[config.mk]
export PLATFORM = sky130hd
export DESIGN_NAME = pipeline_hazard_ctrl
export DESIGN_NICKNAME = d
export VERILOG_FILES = /design/src/rtl/pipeline_hazard_ctrl_pkg.sv /design/src/rtl/hazard_perf_counters.sv /design/src/rtl/pipeline_hazard_ctrl.sv
export SDC_FILE = /design/constraint.sdc
export NUM_CORES = 1
export LEC_CHECK = 0
export CAP_MARGIN = 20
export CORE_ASPECT_RATIO = 2
export CORE_UTILIZATION = 43
export DETAILED_ROUTE_END_ITERATION = 7
export PLACE_DENSITY_LB_ADDON = 0.3
export SLEW_MARGIN = 40
export SYNTH_ARGS = -nofsm -noshare
export SYNTH_HDL_FRONTEND = slang
export SYNTH_HIERARCHICAL = 1
export SYNTH_SLANG_ARGS = --single-unit
[constraint.sdc]
create_clock -name clk -period 1.99 [get_ports clk]
set_clock_uncertainty 0.1 [all_clocks]
set_input_delay 0.199 -clock clk [delete_from_list [all_inputs] [get_ports clk]]
set_output_delay 0.199 -clock clk [all_outputs]
set_load 0.1 [all_outputs]
[src/rtl/pipeline_hazard_ctrl_pkg.sv]
// Shared pipeline types for the hazard controller: FSM states, register address width
// and the bundle of pipeline-register control signals.
package pipeline_hazard_ctrl_pkg;

  localparam int unsigned REG_ADDR_W = 5;
  // Bubble counter width; holds up to LOAD_USE_BUBBLES-1 = 2.
  localparam int unsigned BUB_W      = 2;

  typedef enum logic {
    RUN,
    LU_STALL
  } hazard_state_t;

  // Pipeline-register control outputs, bundled.
  typedef struct packed {
    logic pc_write;
    logic if_id_write;
    logic if_id_flush;
    logic id_ex_write;
    logic id_ex_flush;
    logic ex_mem_write;
    logic mem_wb_write;
    logic pc_sel_branch;
  } pipe_ctrl_t;

  // All writes enabled, nothing flushed.
  function automatic pipe_ctrl_t ctrl_normal();
    pipe_ctrl_t c;
    c               = '0;
    c.pc_write      = 1'b1;
    c.if_id_write   = 1'b1;
    c.id_ex_write   = 1'b1;
    c.ex_mem_write  = 1'b1;
    c.mem_wb_write  = 1'b1;
    return c;
  endfunction

endpackage

[src/rtl/hazard_perf_counters.sv]
// Stall and branch-flush performance counters; free-running, wrap modulo 2^CNT_W.
module hazard_perf_counters #(
  parameter int unsigned CNT_W = 32
) (
  input  logic             clk_i,
  input  logic             rst_i,
  input  logic             stall_inc_i,
  input  logic             flush_inc_i,
  output logic [CNT_W-1:0] stall_count_o,
  output logic [CNT_W-1:0] flush_count_o
);

  logic [CNT_W-1:0] stall_q, stall_d;
  logic [CNT_W-1:0] flush_q, flush_d;

  // Increment on the enables from the controller.
  always_comb begin
    stall_d = stall_q + CNT_W'(stall_inc_i);
    flush_d = flush_q + CNT_W'(flush_inc_i);
  end

  // Counter registers, cleared by the asynchronous reset.
  always_ff @(posedge clk_i or posedge rst_i) begin
    if (rst_i) begin
      stall_q <= '0;
      flush_q <= '0;
    end else begin
      stall_q <= stall_d;
      flush_q <= flush_d;
    end
  end

  assign stall_count_o = stall_q;
  assign flush_count_o = flush_q;

endmodule

[src/rtl/pipeline_hazard_ctrl.sv]
// Central stall/flush controller for the 5-stage pipeline: load-use bubbles, branch
// flushes and whole-pipe freeze while data memory is busy.
module pipeline_hazard_ctrl
  import pipeline_hazard_ctrl_pkg::*;
#(
  parameter int unsigned LOAD_USE_BUBBLES = 1,
  parameter int unsigned CNT_W            = 32
) (
  input  logic                  clk,
  input  logic                  reset,
  input  logic [REG_ADDR_W-1:0] id_rs1,
  input  logic [REG_ADDR_W-1:0] id_rs2,
  input  logic                  id_use_rs1,
  input  logic                  id_use_rs2,
  input  logic                  ex_mem_read,
  input  logic [REG_ADDR_W-1:0] ex_rd,
  input  logic                  do_branch,
  input  logic                  dmem_busy,
  output logic                  pc_write,
  output logic                  if_id_write,
  output logic                  if_id_flush,
  output logic                  id_ex_write,
  output logic                  id_ex_flush,
  output logic                  ex_mem_write,
  output logic                  mem_wb_write,
  output logic                  pc_sel_branch,
  output logic [CNT_W-1:0]      stall_count,
  output logic [CNT_W-1:0]      flush_count
);

  localparam logic [BUB_W-1:0] BubInit = BUB_W'(LOAD_USE_BUBBLES - 1);

  hazard_state_t    state_q, state_d;
  logic [BUB_W-1:0] bub_cnt_q, bub_cnt_d;
  logic             lu_hazard;
  pipe_ctrl_t       ctrl;

  // x0 is hardwired to zero, so a load targeting it never creates a dependency.
  assign lu_hazard = ex_mem_read && (ex_rd != '0) &&
                     ((id_use_rs1 && (ex_rd == id_rs1)) || (id_use_rs2 && (ex_rd == id_rs2)));

  // State register: FSM state and remaining bubble count.
  always_ff @(posedge clk or posedge reset) begin
    if (reset) begin
      state_q   <= RUN;
      bub_cnt_q <= '0;
    end else begin
      state_q   <= state_d;
      bub_cnt_q <= bub_cnt_d;
    end
  end

  // Next state: busy holds everything, a branch aborts any stall, then bubble sequencing.
  always_comb begin
    state_d   = state_q;
    bub_cnt_d = bub_cnt_q;
    if (dmem_busy) begin
      state_d   = state_q;
    end else if (do_branch) begin
      state_d   = RUN;
      bub_cnt_d = '0;
    end else if (state_q == LU_STALL) begin
      bub_cnt_d = bub_cnt_q - 1'b1;
      if (bub_cnt_q == BUB_W'(1)) state_d = RUN;
    end else if (lu_hazard && (LOAD_USE_BUBBLES > 1)) begin
      state_d   = LU_STALL;
      bub_cnt_d = BubInit;
    end
  end

  // Outputs: combinational from state and current inputs, all quiet during reset.
  always_comb begin
    ctrl = ctrl_normal();
    if (reset || dmem_busy) begin
      ctrl = '0;
    end else if (do_branch) begin
      ctrl.pc_sel_branch = 1'b1;
      ctrl.if_id_flush   = 1'b1;
      ctrl.id_ex_flush   = 1'b1;
    end else if ((state_q == LU_STALL) || lu_hazard) begin
      ctrl.pc_write    = 1'b0;
      ctrl.if_id_write = 1'b0;
      ctrl.id_ex_flush = 1'b1;
    end
  end

  assign pc_write      = ctrl.pc_write;
  assign if_id_write   = ctrl.if_id_write;
  assign if_id_flush   = ctrl.if_id_flush;
  assign id_ex_write   = ctrl.id_ex_write;
  assign id_ex_flush   = ctrl.id_ex_flush;
  assign ex_mem_write  = ctrl.ex_mem_write;
  assign mem_wb_write  = ctrl.mem_wb_write;
  assign pc_sel_branch = ctrl.pc_sel_branch;

  hazard_perf_counters #(
    .CNT_W (CNT_W)
  ) u_perf (
    .clk_i         (clk),
    .rst_i         (reset),
    .stall_inc_i   (~reset & ~ctrl.pc_write),
    .flush_inc_i   (ctrl.pc_sel_branch),
    .stall_count_o (stall_count),
    .flush_count_o (flush_count)
  );

endmodule

==> metrics.txt <==
Pleak=2.600 nW; fmax=0.4579 GHz; CP Cell Sequence=buf_6, buf_6, xor2_2, nor4_2, a32oi_2, o221ai_4, ha_4, ha_4, nand4_1, buf_12, buf_12, nor4_4, xor2_1; # setup viols final=26; num rows=44; clock latency on the worst-skew pair=0.33 ns; vias in the first global route=3005; # clock sinks=67; Die X=63.60 um; io pins=94; initial antenna violation count=0; Syn Inst Count=302; Nets=468; RSZ-0062 raised after global routing=yes; Slowest-stage cell, CP=nor4_2; Yosys reg bits=67; Placed Area=4826 um^2; TritonRoute pass-1 iters=4; post-synthesis net count=330; H-tree levels=3; Worst Setup Path Type=input port to register; sequential element share of the synthesized area=51.38%; GR Overflow Total=0; max-cap violations=0; Design Area, Final=5334 um^2; drt wl/cell=16.20 um; Util after Layout=72.85%; CP bufs+invs=4; crit path max fanout=3; Setup WS pre-CTS=-0.9055 ns; Final GP Congestion=0.8624; crit path DAT=2.33 ns; Initial Util=44.57%; CTS tree=built; Synth Area per Inst=10.81 um^2; die extent in y=125.2 um; Detailed Place HPWL=6157 um; commonest cells after routing, fill and taps aside=buf_4 (99), xnor2_1 (38), dfrtp_2 (38); WP data required=2.13 ns; Core ar.=7322 um^2; Slew Limit Fails=0; Post-Syn Area=3263 um^2; Fin. Hold Viols=0; Synth cell types=33; CTS Buf Count=9; crit-path max cell delay=0.27 ns; Pwr Total=4.689 mW; Setup crit end kind=register; final setup margin=-0.1940 ns; pwr/cell area=879.1 nW/um^2; status=finished with violations; Post-route DRC=0; gr usage total=23.52%; worst vdd ir=1209 uV; Port-buffer cells=93; Tightest Pin Transition=0.5458 ns; final wirelength=8700 um; total of warnings raised by yosys=6; period utilisation layout=109.7%; via count=2807; Relative slew margins=63.50%; Max Buffers Root-to-Sink=2; Area Overhead vs Synth=63.46%; failing checks=negative setup slack; die area=7962 um^2; antenna viol nets, final=0; n_diodes=0; top cell family by delay on the critical path=simple AND/OR/NAND/NOR gates; Final Critical Period=2.184 ns; Worst setup SP type=input port; drt initial violations=144; largest net degree at the start of global routing=65; share of cells above drive strength 1=50.79%; Hold Crit Class=input port to async pin; DR vias/cell=5.227; Root Buffer=clkbuf_16; commonest non-fill, non-tap cell in the layout=buf_4; Worst-path clk slew=0.06 ns; first-pass GRT wire length=14330 um
==> sequential cells by signal (all words and copies together) (netlist names) <==
signal                cells
u_perf/flush_count_o     32
u_perf/stall_count_o     32
bub_cnt_q                 2
state_q                   1
==> area by class of cell <==
type	count	area [um^2]
multi-input combinational	215	1919
inverter	10	37.54
tap	92	115.1
sequential	67	1724
clock buffer	11	232.7
timing repair buffer	137	1227
fill	530	1988
clock inverter	5	77.57
==> power breakdown <==
group	switching, mW	total, mW	internal (mW)	leakage (nW)
Sequential	0.184	1.66	1.48	0.837
Clock	0.553	1.65	1.09	0.150
Combinational	1.02	1.38	0.359	1.61
Total	1.76	4.69	2.93	2.60
==> stage by stage <==
step | instances | setup TNS, ns | hold WS (ns)
floorplan | 302 | -18.68 | -0.1390
global placement | 513 | -27.69 | 0.3582
detailed placement | 513 | -31.17 | 0.3726
CTS | 538 | -4.540 | 0.05546
global route | 537 | -5.812 | 0.06830
finish | 537 | -3.090 | 0.06625
==> Yosys cell counts <==
master	count	area (um^2)
nor4_1	11	68.82
ha_1	6	75.07
nor3_1	9	45.04
nor4_2	4	50.05
o21a_1	1	7.510
o21ai_2	1	8.760
and2_0	1	6.260
xor2_1	32	280.3
o221ai_1	1	8.760
buf_4	4	30.03
nand3_1	24	120.1
or4_1	3	22.52
dfrtp_1	67	1677
inv_1	10	37.54
a32oi_1	1	8.760
nor3b_1	1	7.510
o311a_1	1	10.01
o41ai_2	1	16.27
buf_1	1	3.750
nand4_1	21	131.4
nor2_1	15	56.30
clkbuf_1	4	15.01
nand2_1	20	75.07
o21ai_0	4	20.02
xnor2_1	38	332.8
and3_1	7	43.79
and4_1	5	43.79
nand4_2	1	12.51
nand2b_1	1	6.260
or3_1	2	12.51
or2_2	1	6.260
buf_2	1	5.000
and2_1	3	18.77
==> logic make-up after synthesis <==
| family | share of synthesized area, % |
|---|---|
| AO/OA/AOI/OAI | 2.454 |
| buffers and inverters | 2.799 |
| flip-flops | 51.38 |
| AND/OR/NAND/NOR | 22.28 |
| XOR/XNOR | 18.79 |
| adder cells (fa/ha/maj) | 2.301 |
==> metal layers <==
metal  GRT usage, %  share of wire [%]  up-vias
li1               -                  -     1337
met5              0                  0        -
met1          24.00                 36     1378
met4          9.893                1.3        0
met2          44.18                 59       83
met3          5.201                3.5        9
==> tightest hold or removal path, delay by kind of cell <==
family | cells | cell delay, ns
buffers and inverters | 4 | 0.61
==> what timing repair did <==
| action | CTS | global route |
|---|---|---|
| gates cloned | 1 | 0 |
| hold buffers | 0 | 0 |
| pin swaps | 33 | 14 |
| setup endpoints to repair | 40 | 35 |
| buffers inserted | 9 | 1 |
| resized for setup | 51 | 16 |
==> path summary, 6_finish.rpt <==
path                       cells after the start                startpoint  slack (ns)                       end
setup reg to reg                               4   u_perf/stall_count_o[9]       -0.04  u_perf/stall_count_o[28]
setup / recovery                              13                  ex_rd[2]       -0.19  u_perf/stall_count_o[26]
max in group asynchronous                      4                     reset        1.34   u_perf/stall_count_o[6]
hold reg to reg                                1  u_perf/stall_count_o[31]        0.38  u_perf/stall_count_o[31]
min in group clk                               5                 do_branch        0.27              bub_cnt_q[1]
hold / removal                                 4                     reset        0.07              bub_cnt_q[1]
Power figures use the tool's default switching activity.
